===== src/rtl/product_accumulator.sv =====
// Sums groups of N_TERMS consecutive valid multiplier products and offers each
// group sum on a valid/ready port, flagging sums dropped while the port is stalled.
module product_accumulator #(
   parameter int PROD_W       = 8,
   parameter int MULT_LATENCY = 3,
   parameter int N_TERMS      = 4,
   parameter int ACC_W        = 10
) (
   input  logic              clk,
   input  logic              rst_n,
   input  logic              in_valid,
   input  logic [PROD_W-1:0] z,
   input  logic              out_ready,
   input  logic              clr_overrun,
   output logic              out_valid,
   output logic [ACC_W-1:0]  out_sum,
   output logic              overrun,
   output logic              busy
);

   localparam int               CNT_W    = (N_TERMS > 1) ? $clog2(N_TERMS) : 1;
   localparam logic [CNT_W-1:0] LAST_CNT = CNT_W'(N_TERMS - 1);

   logic [MULT_LATENCY-1:0] vpipe_q, vpipe_d;
   logic [CNT_W-1:0]        cnt_q, cnt_d;
   logic [ACC_W-1:0]        acc_q, acc_d;
   logic [ACC_W-1:0]        out_sum_q, out_sum_d;
   logic                    out_valid_q, out_valid_d;
   logic                    overrun_q, overrun_d;

   logic                    prod_v;
   logic [ACC_W-1:0]        z_ext;
   logic [ACC_W-1:0]        sum;

   // The multiplier carries no valid, so in_valid rides a matching delay line.
   assign prod_v = vpipe_q[MULT_LATENCY-1];
   assign z_ext  = ACC_W'(z);
   assign sum    = acc_q + z_ext;

   always_comb begin
      // NOTE: every _d gets a default first so no path leaves it unassigned (no latch).
      vpipe_d     = vpipe_q;
      cnt_d       = cnt_q;
      acc_d       = acc_q;
      out_sum_d   = out_sum_q;
      out_valid_d = out_valid_q;
      overrun_d   = overrun_q;

      vpipe_d[0] = in_valid;
      for (int i = 1; i < MULT_LATENCY; i++) begin
         vpipe_d[i] = vpipe_q[i-1];
      end

      if (out_valid_q && out_ready) begin
         out_valid_d = 1'b0;
      end

      // Clear is applied before the completion logic so a same-edge drop wins.
      if (clr_overrun) begin
         overrun_d = 1'b0;
      end

      if (prod_v) begin
         if (cnt_q == LAST_CNT) begin
            cnt_d = '0;
            acc_d = '0;
            if (!out_valid_q || out_ready) begin
               out_sum_d   = sum;
               out_valid_d = 1'b1;
            end else begin
               overrun_d = 1'b1;
            end
         end else begin
            cnt_d = cnt_q + CNT_W'(1);
            acc_d = (cnt_q == '0) ? z_ext : sum;
         end
      end
   end

   // NOTE: state updates use non-blocking assignments so all flops sample together.
   always_ff @(posedge clk or negedge rst_n) begin
      if (!rst_n) begin
         vpipe_q     <= '0;
         cnt_q       <= '0;
         acc_q       <= '0;
         out_sum_q   <= '0;
         out_valid_q <= 1'b0;
         overrun_q   <= 1'b0;
      end else begin
         vpipe_q     <= vpipe_d;
         cnt_q       <= cnt_d;
         acc_q       <= acc_d;
         out_sum_q   <= out_sum_d;
         out_valid_q <= out_valid_d;
         overrun_q   <= overrun_d;
      end
   end

   assign out_valid = out_valid_q;
   assign out_sum   = out_sum_q;
   assign overrun   = overrun_q;
   assign busy      = (cnt_q != '0) || (vpipe_q != '0);

endmodule


===== config.mk =====
export PLATFORM = sky130hd
export DESIGN_NAME = product_accumulator
export DESIGN_NICKNAME = d
export VERILOG_FILES = /design/src/rtl/product_accumulator.sv
export SDC_FILE = /design/constraint.sdc
export NUM_CORES = 1
export LEC_CHECK = 0
export CAP_MARGIN = 20
export CORE_MARGIN = 1.5
export CORE_UTILIZATION = 27
export CTS_BUF_LIST = sky130_fd_sc_hd__clkbuf_2 sky130_fd_sc_hd__clkbuf_4 sky130_fd_sc_hd__clkbuf_8
export DETAILED_ROUTE_END_ITERATION = 12
export PLACE_DENSITY = 0.56
export REMOVE_ABC_BUFFERS = 1
export SLEW_MARGIN = 20
export SYNTH_ARGS = -nofsm -noshare
export SYNTH_HDL_FRONTEND = slang
export SYNTH_SLANG_ARGS = --single-unit

===== constraint.sdc =====
create_clock -name clk -period 2.4 [get_ports clk]
set_clock_uncertainty 0.05 [all_clocks]
set_input_delay 0.48 -clock clk [delete_from_list [all_inputs] [get_ports clk]]
set_output_delay 0.48 -clock clk [all_outputs]
set_load 0.01 [all_outputs]

==> key figures <==
Critical path
  – WP data arrival: 1.79 ns
  – Critical Path End: busy
  – Crit path max fanout: 2
  – R2r endpoint: out_sum[8]
  – Type of origin of the critical path: flop
  – CP Capture Type: primary output
  – Crit path launch: cnt_q[0]
  – Reg2Reg Setup Slack: 0.37 ns
  – Worst endpoint required time: 1.87 ns
  – Reg2reg start: acc_q[0]
  – Critical path type: reg2out
  – Reg2Reg Depth: 8

Clocking
  – Reg clk slew, reported paths: 0.09 ns
  – Worst skew pair latency: 0.27 ns
  – Postcts setup bufs: 0
  – CTS tree: yes
  – CTS Root Cell: clkbuf_8
  – CTS sink count: 27
  – CTS max path bufs: 2
  – CTS Buf Count: 3
  – Post-CTS Hold Buffers: 0
  – Htree depth: 1

Layout
  – Share of cells above drive strength 1: 0.1444
  – Antenna cells: 0
  – Most frequent cells in the layout: dfrtp_1 (27), clkdlybuf4s50_1 (24), inv_1 (13), nand2_1 (13), buf_4 (12)
  – Final core occ: 0.3619
  – Final Non-Filler Cells: 259
  – Nets: 212
  – P&R area growth vs syn: 30.76%
  – Final instance area: 1968 µm²
  – Commonest non-fill, non-tap cell in the layout: dfrtp_1

Global route
  – Gr usage total: 0.1194
  – Largest net degree at the start of global routing: 28
  – Total grt overflow: 0
  – Vias in the first global route: 1,147
  – First-pass GRT wire length: 5664 µm
  – Initial antenna violation count: 0

Place
  – Dpl ws: -0.2184 ns
  – Placed cell area: 1917 µm²
  – Dpl hpwl: 2411 µm
  – Placed cells: 255
  – GPL Wtd Cong: 0.8020
  – IO buf count: 25

Route
  – DR WL/cell: 12.28 µm
  – Initial DRC count: 37
  – Via count: 1,168
  – DR vias/cell: 4.510
  – First-pass DRT Iterations: 8
  – DRT antenna net count: 0
  – Post-Route WL: 3180 µm
  – Detailed-route DRC error count: 2

Floorplanning
  – Chip Width: 77.67 µm
  – Rows: 27
  – Starting Density: 0.2767
  – Core area: 5439 µm²
  – Die height: 77.67 µm
  – Die ar.: 6032 µm²
  – Ports: 26

Status
  – Outcome: finished, violations left
  – Failing checks: design-rule violations

Hold path
  – Min-delay worst type: reg2reg

STA
  – Setup-failing EPs final: 0
  – Fmax: 431.2 MHz
  – Final Hold Fails: 0
  – Final Worst Setup Slack: 0.08106 ns
  – RSZ-0062 raised after global routing: no
  – Post-route minimum period: 2.319 ns
  – Fin. max-slew vios: 0
  – Max_slew headroom: 0.7582
  – Tcrit/Tclk final: 0.9662
  – Worst slew pin tran: 0.3626 ns

Synth
  – Post-synth EDFFs: 0
  – Yosys Warn Count: 0
  – Syn_area_per_cell: 9.968 µm²
  – Register area share after synthesis: 0.4489
  – Ys async rst share: 1.000
  – Syn Inst Count: 151
  – Yosys reg bits: 27
  – Post-synthesis instance area: 1505 µm²
  – Synth unique cells: 36
  – Synth Flop Type: dfrtp_1

Pwr
  – Leak: 0.8785 nW
  – Peak VDD IR: 0.0003561 V
  – Pwr Total: 2.252 mW
  – Power Dens Cells: 1144 nW/µm²

Run
  – Maxcap violations: 0
[what timing repair did]
item | CTS | global route
hold endpoints to repair | 0 | 0
cloned | 0 | 0
pin swaps | 0 | 1
resized for setup | 1 | 3
endpoints found under the setup margin | 1 | 3
[where the power goes]
part           internal [mW]  leakage, nW  switching (mW)  total [mW]
Clock                  0.116       0.0255           0.147       0.263
Sequential             0.627        0.336          0.0912       0.718
Combinational          0.660        0.517           0.610        1.27
Total                   1.40        0.879           0.848        2.25
[metal layers]
metal,vias to the layer above,track usage,share of wire
met1,537,0.1651,0.51
met2,20,0.1870,0.45
met5,-,0,0
met3,4,0.01882,0.030
met4,0,0.04364,0.014
li1,607,-,-
[cell families (layout without fill, tap and decap cells)]
kind of cell	after synthesis	after routing	share of synthesized area
AO/OA/AOI/OAI	47	47	0.2095
AND/OR/NAND/NOR	36	36	0.1280
flip-flops	27	27	0.4489
buffers and inverters	19	55	0.04738
adder cells (fa/ha/maj)	11	11	0.09643
XOR/XNOR	6	6	0.03492
multiplexers	5	5	0.03491
[through the flow]
stage | hold WS [ns] | setup TNS [ns]
2_1_floorplan | 0.1344 | 0
3_3_place_gp | 0.3017 | -0.6907
3_5_place_dp | 0.3073 | -0.9591
4_1_cts | 0.3323 | 0
5_1_grt | 0.3508 | 0
6_report | 0.3255 | 0
[worst min-delay path by stage]
stage                     startpoint          to  slack (ns)  cells past startpoint
after global routing      vpipe_q[0]  vpipe_q[1]        0.35                      0
after global placement    vpipe_q[1]  vpipe_q[2]        0.30                      0
after floorplan                rst_n    acc_q[0]        0.13                      0
final                     vpipe_q[1]  vpipe_q[2]        0.33                      0
after detailed placement  vpipe_q[1]  vpipe_q[2]        0.31                      0
after CTS                 vpipe_q[1]  vpipe_q[2]        0.33                      0
[state kept, by name, indices dropped and copies added (netlist names)]
signal	flops
overrun	1
vpipe_q	3
cnt_q	2
out_sum	10
acc_q	10
out_valid	1
[cell type report]
cell class                      count  area, µm²
Fill cell                         560       3471
Timing Repair Buffer               37      339.1
Tap cell                           72      90.09
Clock inverter                      1      5.005
Clock buffer                        3      41.29
Inverter                           14      52.55
Sequential cell                    27      675.6
Multi-Input combinational cell    105      764.5
[cell usage after synthesis (all sizes together) (2+ instances only)]
cell type  count  area (µm²)
a21boi         2       15.01
a21o           4       30.03
a21oi          9       45.04
a31oi          2       12.51
clkbuf         5       18.77
dfrtp         27       675.7
ha            10       125.1
inv           14       52.55
mux2           2       22.52
mux2i          3       30.03
nand2         13       48.80
nand2b         4       25.02
nand3          4       20.02
nor2           5       18.77
nor2b          2       20.02
nor3b          3       22.52
o21ai         14       70.06
o221ai         3       26.28
o22ai          4       25.02
o31ai          2       15.01
or2            2       12.51
xnor2          3       26.28
xor2           3       26.28
[worst max-delay path, stage by stage (launching register included)]
cell and delay, ns:
dfrtp_1 0.40, inv_2 0.07, ha_1 0.15, or4b_2 0.59
dlygate4sd2_1 0.31
(Power assumes the default switching activity.)
